[src/rtl/clint_ctrl_pkg.sv]
// Shared constants and types for the core-local trap sequencer.
// Covers CSR addresses, SYSTEM instruction encodings, cause codes,
// the trigger and FSM enums, and the mstatus rewrite helpers.
package clint_ctrl_pkg;

  localparam logic [11:0] CSR_MTVEC   = 12'h305;
  localparam logic [11:0] CSR_MEPC    = 12'h341;
  localparam logic [11:0] CSR_MCAUSE  = 12'h342;
  localparam logic [11:0] CSR_MSTATUS = 12'h300;

  localparam logic [31:0] INST_ECALL  = 32'h0000_0073;
  localparam logic [31:0] INST_EBREAK = 32'h0010_0073;
  localparam logic [31:0] INST_MRET   = 32'h3020_0073;

  localparam logic [31:0] CAUSE_ECALL  = 32'd11;
  localparam logic [31:0] CAUSE_EBREAK = 32'd3;

  localparam int MSTATUS_MIE_BIT  = 3;
  localparam int MSTATUS_MPIE_BIT = 7;

  typedef enum logic [1:0] {
    TRIG_NONE,
    TRIG_SYNC,
    TRIG_MRET,
    TRIG_ASYNC
  } trig_e;

  typedef enum logic [2:0] {
    S_IDLE,
    S_W_MEPC,
    S_W_MSTATUS,
    S_W_MCAUSE,
    S_W_MRET,
    S_ASSERT
  } state_e;

  // CSR addresses are 12 bits and are presented zero-extended on the port.
  function automatic logic [31:0] csr_addr(input logic [11:0] a);
    return {20'b0, a};
  endfunction

  // Trap entry: MPIE takes the old MIE, then MIE is cleared.
  function automatic logic [31:0] mstatus_trap(input logic [31:0] ms);
    logic [31:0] r;
    r = ms;
    r[MSTATUS_MPIE_BIT] = ms[MSTATUS_MIE_BIT];
    r[MSTATUS_MIE_BIT]  = 1'b0;
    return r;
  endfunction

  // Trap return: MIE is restored from MPIE, then MPIE is set.
  function automatic logic [31:0] mstatus_mret(input logic [31:0] ms);
    logic [31:0] r;
    r = ms;
    r[MSTATUS_MIE_BIT]  = ms[MSTATUS_MPIE_BIT];
    r[MSTATUS_MPIE_BIT] = 1'b1;
    return r;
  endfunction

endpackage

[src/rtl/clint_trap_decode.sv]
// Combinational trigger decode: classifies the ID-stage instruction and
// the pending interrupts into SYNC / MRET / ASYNC. It also picks the cause
// and the return address. Priority is SYNC > MRET > ASYNC.
module clint_trap_decode
  import clint_ctrl_pkg::*;
#(
  parameter int          INT_W      = 8,
  parameter logic [31:0] MCAUSE_INT = 32'h8000_0007
) (
  input  logic [31:0]    inst_i,
  input  logic [31:0]    inst_addr_i,
  input  logic           jump_flag_i,
  input  logic [31:0]    jump_addr_i,
  input  logic           hold_i,
  input  logic [INT_W-1:0] int_flag_i,
  input  logic           global_int_en_i,
  output trig_e          trig,
  output logic [31:0]    cause,
  output logic [31:0]    epc
);

  // Synchronous traps resume after the faulting instruction. Interrupts
  // resume at the instruction that would have run next, and that is the
  // EX redirect target whenever a branch is resolving in the same cycle.
  always_comb begin
    trig  = TRIG_NONE;
    cause = '0;
    epc   = '0;
    if (inst_i == INST_ECALL) begin
      trig  = TRIG_SYNC;
      cause = CAUSE_ECALL;
      epc   = inst_addr_i + 32'd4;
    end else if (inst_i == INST_EBREAK) begin
      trig  = TRIG_SYNC;
      cause = CAUSE_EBREAK;
      epc   = inst_addr_i + 32'd4;
    end else if (inst_i == INST_MRET) begin
      trig  = TRIG_MRET;
    end else if ((|int_flag_i) && global_int_en_i && !hold_i) begin
      trig  = TRIG_ASYNC;
      cause = MCAUSE_INT;
      epc   = jump_flag_i ? jump_addr_i : inst_addr_i;
    end
  end

endmodule

[src/rtl/clint_ctrl.sv]
// Core-local interrupt/trap sequencer and the initiator side of the CSR
// clint port. On a trigger it stalls the pipeline and writes the CSRs in
// this order: mepc, mstatus, mcause (or only mstatus for mret). It then
// pulses int_assert_o with the redirect target.
// Optional feature macro: CLINT_VECTORED_EN. When it is defined, async
// traps with mtvec mode 01 are vectored to base + 4*cause.
module clint_ctrl
  import clint_ctrl_pkg::*;
#(
  parameter int          INT_W      = 8,
  parameter logic [31:0] MCAUSE_INT = 32'h8000_0007
) (
  input  logic             clk,
  input  logic             rst,
  input  logic [31:0]      inst_i,
  input  logic [31:0]      inst_addr_i,
  input  logic             jump_flag_i,
  input  logic [31:0]      jump_addr_i,
  input  logic             hold_i,
  input  logic [INT_W-1:0] int_flag_i,
  input  logic             global_int_en_i,
  input  logic [31:0]      csr_mtvec_i,
  input  logic [31:0]      csr_mepc_i,
  input  logic [31:0]      csr_mstatus_i,
  output logic             we_o,
  output logic [31:0]      waddr_o,
  output logic [31:0]      raddr_o,
  output logic [31:0]      data_o,
  output logic             hold_o,
  output logic             int_assert_o,
  output logic [31:0]      int_addr_o
);

  state_e      state;
  trig_e       trig;
  logic [31:0] cause;
  logic [31:0] epc;
  logic [31:0] cause_q;
  logic        mret_q;
`ifdef CLINT_VECTORED_EN
  logic        async_q;
`endif

  clint_trap_decode #(
    .INT_W      (INT_W),
    .MCAUSE_INT (MCAUSE_INT)
  ) u_decode (
    .inst_i          (inst_i),
    .inst_addr_i     (inst_addr_i),
    .jump_flag_i     (jump_flag_i),
    .jump_addr_i     (jump_addr_i),
    .hold_i          (hold_i),
    .int_flag_i      (int_flag_i),
    .global_int_en_i (global_int_en_i),
    .trig            (trig),
    .cause           (cause),
    .epc             (epc)
  );

  assign raddr_o = '0;

  // Stall in the trigger cycle (combinational), then through the ASSERT cycle.
  // The decoder output only matters while the FSM is IDLE.
  assign hold_o = rst && ((state != S_IDLE) || (trig != TRIG_NONE));

  // Sequencer. The outputs are registered against the state being entered,
  // so every write strobe lines up with its state.
  always_ff @(posedge clk) begin
    if (!rst) begin
      state        <= S_IDLE;
      cause_q      <= '0;
      mret_q       <= 1'b0;
`ifdef CLINT_VECTORED_EN
      async_q      <= 1'b0;
`endif
      we_o         <= 1'b0;
      waddr_o      <= '0;
      data_o       <= '0;
      int_assert_o <= 1'b0;
    end else begin
      we_o         <= 1'b0;
      waddr_o      <= '0;
      data_o       <= '0;
      int_assert_o <= 1'b0;
      case (state)
        S_IDLE: begin
          if (trig == TRIG_SYNC || trig == TRIG_ASYNC) begin
            state   <= S_W_MEPC;
            cause_q <= cause;
            mret_q  <= 1'b0;
`ifdef CLINT_VECTORED_EN
            async_q <= (trig == TRIG_ASYNC);
`endif
            we_o    <= 1'b1;
            waddr_o <= csr_addr(CSR_MEPC);
            data_o  <= epc;
          end else if (trig == TRIG_MRET) begin
            state   <= S_W_MRET;
            mret_q  <= 1'b1;
            we_o    <= 1'b1;
            waddr_o <= csr_addr(CSR_MSTATUS);
            data_o  <= mstatus_mret(csr_mstatus_i);
          end
        end
        S_W_MEPC: begin
          state   <= S_W_MSTATUS;
          we_o    <= 1'b1;
          waddr_o <= csr_addr(CSR_MSTATUS);
          data_o  <= mstatus_trap(csr_mstatus_i);
        end
        S_W_MSTATUS: begin
          state   <= S_W_MCAUSE;
          we_o    <= 1'b1;
          waddr_o <= csr_addr(CSR_MCAUSE);
          data_o  <= cause_q;
        end
        S_W_MCAUSE, S_W_MRET: begin
          state        <= S_ASSERT;
          int_assert_o <= 1'b1;
        end
        default: begin
          state <= S_IDLE;
        end
      endcase
    end
  end

  // The redirect target is taken from the live CSR inputs in the ASSERT cycle.
  always_comb begin
    int_addr_o = '0;
    if (int_assert_o) begin
      if (mret_q) begin
        int_addr_o = csr_mepc_i;
      end else begin
        int_addr_o = {csr_mtvec_i[31:2], 2'b00};
`ifdef CLINT_VECTORED_EN
        if (async_q && csr_mtvec_i[1:0] == 2'b01)
          int_addr_o = {csr_mtvec_i[31:2], 2'b00} + {cause_q[29:0], 2'b00};
`endif
      end
    end
  end

endmodule
[config.mk]
export PLATFORM = sky130hd
export DESIGN_NAME = clint_ctrl
export DESIGN_NICKNAME = d
export VERILOG_FILES = /design/src/rtl/clint_ctrl_pkg.sv /design/src/rtl/clint_trap_decode.sv /design/src/rtl/clint_ctrl.sv
export SDC_FILE = /design/constraint.sdc
export NUM_CORES = 1
export LEC_CHECK = 0
export CAP_MARGIN = 20
export CORE_AREA = 2 2 130 132
export DETAILED_ROUTE_END_ITERATION = 12
export DIE_AREA = 0 0 132 134
export GPL_TIMING_DRIVEN = 0
export PLACE_DENSITY_LB_ADDON = 0.25
export REMOVE_ABC_BUFFERS = 1
export SYNTH_ARGS = -nofsm -noshare
export SYNTH_HDL_FRONTEND = slang
export SYNTH_HIERARCHICAL = 1
export SYNTH_SLANG_ARGS = --single-unit
[constraint.sdc]
create_clock -name clk -period 3.05 [get_ports clk]
set_input_delay 0.305 -clock clk [delete_from_list [all_inputs] [get_ports clk]]
set_output_delay 0.305 -clock clk [all_outputs]
set_load 0.05 [all_outputs]
======== Word level (Yosys, flattened, before mapping) ========
Index checks and enable logic that the tools add are counted.
storage, ports and cells
  bits in latches ......................... 0
  memory bits (read-only) ................. 0
  bits in writable memories ............... 0
  word-level logic and storage cells ...... 64
  memories kept ........................... 0
  register bits ........................... 102
  output and inout bits ................... 131
  input port bits ......................... 205
operators by class
  multiplexer cells ....................... 30
  add/sub/neg operators ................... 1
  $mul .................................... 0
  divide/modulo/power cells ............... 0
  $lt $le $gt $ge ......................... 0
  eq/ne operators ......................... 11
  shift operators ......................... 0
  bitwise operators ....................... 0
  reduce and logical (&&, ||, !) cells .... 15
operators by type and width
  kind                                                                count
  32-bit 2-to-1 mux                                                   13
  32-bit one-hot mux with 3 select lines                              1
  32-bit by 3-bit adder with 32-bit output (second input constant)    1
  32-bit by 21-bit == test with 1-bit output (second input constant)  1
  32-bit by 30-bit == test with 1-bit output (second input constant)  1
  32-bit by 7-bit == test with 1-bit output (second input constant)   1
  10-bit one-hot mux with 3 select lines                              1
  10-bit 2-to-1 mux                                                   2
  3-bit one-hot mux with 4 select lines                               1
  2-bit 2-to-1 mux                                                    4
  8-bit OR reduction                                                  1
  3-bit by 2-bit == test with 1-bit output (second input constant)    2
  3-bit 2-to-1 mux                                                    2
  1-bit 2-to-1 mux                                                    5
  2-bit == test (second input constant)                               2
  2-bit AND reduction                                                 2
  2-bit nonzero test                                                  2
  2-bit OR reduction                                                  2
  3-bit by 1-bit == test with 1-bit output (second input constant)    1
  3-bit == test (second input constant)                               1
  1-bit logical AND                                                   3
  3-bit logical NOT                                                   1
  3-bit != test (second input constant)                               1
  3-bit nonzero test                                                  1
  other kinds (4)                                                     5

======== Depth between registers and ports, before layout ========
  word-level depth ........................ 11
  gate-level depth with buffers ........... 12
  depth with buffers taken out ............ 9

======== Cells and area by module ========
Netlist, hierarchy kept.
modules (own cells, without submodules)
  module             times used  cells each  area an instance (um^2)  sequential area each (um^2)
  clint_ctrl         1           531         4327.9                   1481.4
  clint_trap_decode  1           264         1696.6                   0.0

======== Least setup slack after synthesis ========
Ideal clock, no wire load.
  path kind ............................... input port to output port
  start point ............................. input inst_i[17]
  end point ............................... output hold_o
  data arrival time ....................... 3409 ps
  stages on the path ...................... 10
  data required time ...................... 2745 ps
  setup slack ............................. -664 ps
  buffers on the path ..................... 4
  path through ............................ or4_1 > nor3_4 > nand3_1 > clkbuf_1 > o21ai_0 > buf_4 > buf_2 > buf_2 > nor2_1 > a21boi_0
on the way
  word-level cells in the longest chain between the ends .. 7
  elaborated cells on any way between the ends .. 9
  those cells by class .................... eq/ne: 3; mux: 3; reduce/logical: 3
RTL lines
  item                                        line                     source
  start: declaration                          clint_ctrl.sv:15         input logic [31:0] inst_i,
  32-bit by 30-bit == test with 1-bit output  clint_trap_decode.sv:37  end else if (inst_i == INST_MRET) begin
  2-bit 2-to-1 mux                            clint_trap_decode.sv:37
  2-bit 2-to-1 mux                            clint_trap_decode.sv:33  end else if (inst_i == INST_EBREAK) begin
  2-bit 2-to-1 mux *                          clint_trap_decode.sv:29  if (inst_i == INST_ECALL) begin
  named net trig[0]                           clint_ctrl.sv:35         trig_e trig;
  2-bit nonzero test *                        clint_ctrl.sv:64         assign hold_o = rst && ((state != S_IDLE) || (trig != TRIG_NONE));
  1-bit logical OR *                          clint_ctrl.sv:64
  1-bit logical AND *                         clint_ctrl.sv:64
  end: declaration                            clint_ctrl.sv:29         output logic hold_o,
Mark *: on every way through the listed nets, which the timed path passes. The rest lies on a longest branch.

======== Worst setup path after layout ========
  start point ............................. input inst_i[17]
  end point ............................... register data_o[27]
on the way
  elaborated cells on any way between the ends .. 16
  those cells by class .................... eq/ne: 6; mux: 9; reduce/logical: 1
RTL lines
  item                                        line                     source
  32-bit by 30-bit == test with 1-bit output  clint_trap_decode.sv:37
  32-bit 2-to-1 mux                           clint_trap_decode.sv:37
  32-bit 2-to-1 mux                           clint_trap_decode.sv:33
  32-bit 2-to-1 mux *                         clint_trap_decode.sv:29
  named net epc[27]                           clint_ctrl.sv:37         logic [31:0] epc;
  32-bit 2-to-1 mux *                         clint_ctrl.sv:87         if (trig == TRIG_SYNC || trig == TRIG_ASYNC) begin
  32-bit one-hot mux with 3 select lines *    clint_ctrl.sv:85         case (state)
  end signal: assignment                      clint_ctrl.sv:96         data_o <= epc;
  end signal: assignment                      clint_ctrl.sv:102        data_o <= mstatus_mret(csr_mstatus_i);
  end signal: assignment                      clint_ctrl.sv:109        data_o <= mstatus_trap(csr_mstatus_i);
  end: declaration                            clint_ctrl.sv:28         output logic [31:0] data_o,
Marks and branches as above.
A chain may end at the register's enable or synchronous reset.

==> reports/metrics.csv <==
stage,metric,value,unit
outcome,status,"complete, no violations",
logic_synthesis,number of flops mapped to enable cells by yosys,0,
run,Max Cap Violations,0,
logic_synthesis,Avg Inst Size Synth,7.58,sq um
power_and_ir_drop,power per cell area,457,nW/um^2
timing,Final Setup Violations,0,
setup_path,R2R Path End,data_o[10]$_SDFF_PN0_,
setup_path,worst r2r src,state[0]$_SDFFE_PN0P_,
logic_synthesis,Syn Std Cell Area,6020,sq um
power_and_ir_drop,total power,4180,uW
logic_synthesis,dominant cells by area after synthesis,"dfxtp_1 25%, buf_4 12%, nor2b_1 6.4%",
routing,post-route ant nets,0,
timing,crit path time final,2.92,ns
setup_path,CP Max Fanout,18,
logic_synthesis,Cells after Synth,795,
placed_design,Place WS,-1.58,ns
setup_path,CP endpoint kind,flip-flop,
floorplanning,Initial Util,37.0,%
setup_path,Crit path arrival time,3.16,ns
timing,Min Hold Slack,0.449,ns
routing,metal2 WL,10.6,mm
routing,Initial DRT Pass Iterations,7,
routing,met3 wire len,1.93,mm
floorplanning,FP Rows,47,
clock_network,CTS tree,yes,
final_layout,antenna cells,0,
floorplanning,Core Region,16300,sq um
timing,Max Freq,342,MHz
grt,initial antenna violation count,0,
floorplanning,I/O pin total,336,
routing,vias post-DR,6546,
clock_network,number of buffers created by CTS,9,
clock_network,CTS max path bufs,2,
routing,Post-Route M1 WL,8.88,mm
placed_design,hpwl dp,16.5,mm
grt,vias in the first global route,6027,
logic_synthesis,cell taking the most area after synthesis,dfxtp_1,
setup_path,critical path type,input pin to flip-flop,
clock_network,CTS H-Tree Depth,3,
grt,largest net degree at the start of global routing,45,
setup_path,Worst R2R Path Depth,4,
clock_network,CTS Sinks,74,
setup_path,Critical Path Source Type,input pin,
routing,Total Wirelength,21.9,mm
timing,fin worst setup slack,0.125,ns
floorplanning,die height,134,um
setup_path,CP required,3.28,ns
routing,initial drt markers,372,
routing,DR WL/cell,17.4,um
placed_design,RD Place Congestion,0.883,
worst_hold_path,worst hold start,cause_q[26]$_SDFFE_PN0P_,
routing,drt drc,0,
timing,skew final,0.00677,ns
floorplanning,area of the die,17700,sq um
worst_hold_path,Hold Path End,cause_q[26]$_SDFFE_PN0P_,
logic_synthesis,top cell type's share of synthesized area,24.6,%
logic_synthesis,fraction of the yosys area taken by sequential cells,24.6,%
final_layout,"Net count, final",1240,
logic_synthesis,Unique masters post-synth,63,
routing,highest metal used,met4,
final_layout,share of cells above drive strength 1,6.36,%
grt,Global Route Usage Sum,23.4,%
final_layout,"Design Area, Final",9140,sq um
timing,RSZ-0062 raised after global routing,false,
power_and_ir_drop,VDD IR max,0.274,mV
power_and_ir_drop,leakage,0.00361,uW
setup_path,r2r setup slk,1.07,ns
worst_hold_path,Tightest Hold Check Type,flip-flop to flip-flop,
timing,max-slew violations,0,
logic_synthesis,Synth Register Bits,74,
grt,gr ovfl total,0,
logic_synthesis,most used flip-flop cell after synthesis,dfxtp_1,
final_layout,area delta synth->final,51.6,%
timing,Final Hold Vio Count,0,
clock_network,worst skew pair latency,0.34,ns
timing,Fin Setup TNS,0,ns
logic_synthesis,yosys warns,6,
clock_network,"Reg clk slew, reported paths",0.06,ns
placed_design,Post-DP Area,8600,sq um
logic_synthesis,ys async rst share,0,%
placed_design,Buffers on Ports,274,
grt,first-pass GRT wire length,32.7,mm
worst_hold_path,Min-Delay Path Depth,2,
clock_network,Root Driver,clkbuf_16,
routing,Via-to-Cell Ratio,5.20,
timing,Max-slew headroom,32.4,%
timing,Least-Margin Pin Slew,1.01,ns
floorplanning,width of the chip,132,um
timing,period utilization,95.9,%
layer usage:
layer,GRT usage [%],vias up
li1,-,3182
met1,28.6,3011
met2,40.3,318
met3,5.82,35
met4,7.49,0
met5,0,-
worst max-delay path, stage by stage:
cell and delay, ns:
clkdlybuf4s50_1 0.42, or4_1 0.64, nor3_4 0.23, buf_4 0.19
a311oi_4 0.22, buf_16 0.24, a22oi_1 0.20, o21ai_1 0.17
a221o_1 0.37, and3_1 0.15
per-stage QoR:
step,std cells,util [%]
floorplan,728,-
global placement,1222,51.6
detailed placement,1231,52.8
CTS,1252,55.3
global route,1258,56.1
finish,1258,56.1
cell usage after synthesis, drive strengths merged (3+ instances only):
cell type,n
a211o,5
a211oi,3
a21boi,9
a21o,3
a21oi,7
a221o,34
a22o,3
a22oi,3
a31oi,3
a32oi,6
and2,3
and3,39
and4,8
buf,112
clkbuf,39
dfxtp,74
inv,39
mux2i,33
nand2,63
nand2b,3
nand3,50
nand3b,4
nand4,10
nor2,14
nor2b,62
nor3,12
nor4,15
o211ai,4
o21a,4
o21ai,55
o22ai,31
o311ai,5
or2,3
or3,9
or4,5
xnor2,3
worst max-delay path by stage:
stage	from	cells past startpoint	endpoint	slack (ns)
2_1_floorplan	inst_i[1]	6	cause_q[0]$_SDFFE_PN0P_	-2.91
3_3_place_gp	inst_i[3]	7	cause_q[31]$_SDFFE_PN0P_	-6.75
3_5_place_dp	inst_i[5]	9	hold_o	-1.58
4_1_cts	inst_i[17]	9	hold_o	0.005
5_1_grt	inst_i[9]	10	hold_o	0.02
6_report	inst_i[17]	10	data_o[27]$_SDFF_PN0_	0.13
cell usage in the layout, fill, tap and decap left out, types with 4 or more instances in the layout:
cell and n:
a211o_1 5, nor2_1 12, a221o_1 34, or3_1 9
o21a_1 4, nand4_1 10, a21oi_1 7, nor3_1 10
dfxtp_1 71, o22ai_1 31, and3_1 39, nand2_1 62
clkbuf_16 9, clkdlybuf4s50_1 272, nor2b_1 60, conb_1 86
mux2i_1 33, nand3_1 49, o211ai_1 4, buf_4 11
inv_1 39, o21ai_0 48, o311ai_0 4, and4_1 7
nor4_1 8, a32oi_1 6, nand3b_1 4, a21boi_0 7
o21ai_1 6, nor4_2 6
final cells by class:
class | instances | area [sq um]
Clock buffer | 11 | 253
Clock inverter | 4 | 75.1
Fill cell | 1529 | 7150
Inverter | 39 | 146
Multi-Input combinational cell | 617 | 3920
Sequential cell | 74 | 1490
Tap cell | 220 | 275
Timing Repair Buffer | 293 | 2990
kinds of logic (layout without fill, tap and decap cells):
kind of cell | count (synthesis) | in the layout | share of synthesized area (%)
multiplexers | 33 | 33 | 5.48
other | 2 | 86 | 0.125
AND/OR/NAND/NOR | 307 | 308 | 28.9
AO/OA/AOI/OAI | 184 | 185 | 21.8
flip-flops | 74 | 74 | 24.6
adder cells (fa/ha/maj) | 1 | 1 | 0.208
buffers and inverters | 190 | 347 | 18.3
XOR/XNOR | 4 | 4 | 0.582
where the power goes:
part,total [uW],switching [uW],leakage [uW],internal [uW]
logic,1780,1010,0.00285,764
registers,1230,134,0.000607,1090
clock network,1180,420,0.000154,756
state kept, by name (all words and copies together), names as in the netlist:
register,cells
we_o,1
mret_q,1
data_o,32
int_assert_o,1
waddr_o,4
state,3
cause_q,32
repair_timing:
action	CTS	global route
endpoints found under the setup margin	72	30
gates resized for setup	18	9
hold buffers	0	0
cloned	2	0
pin swaps	2	2
setup buffers	4	5
(Power assumes the default switching activity.)
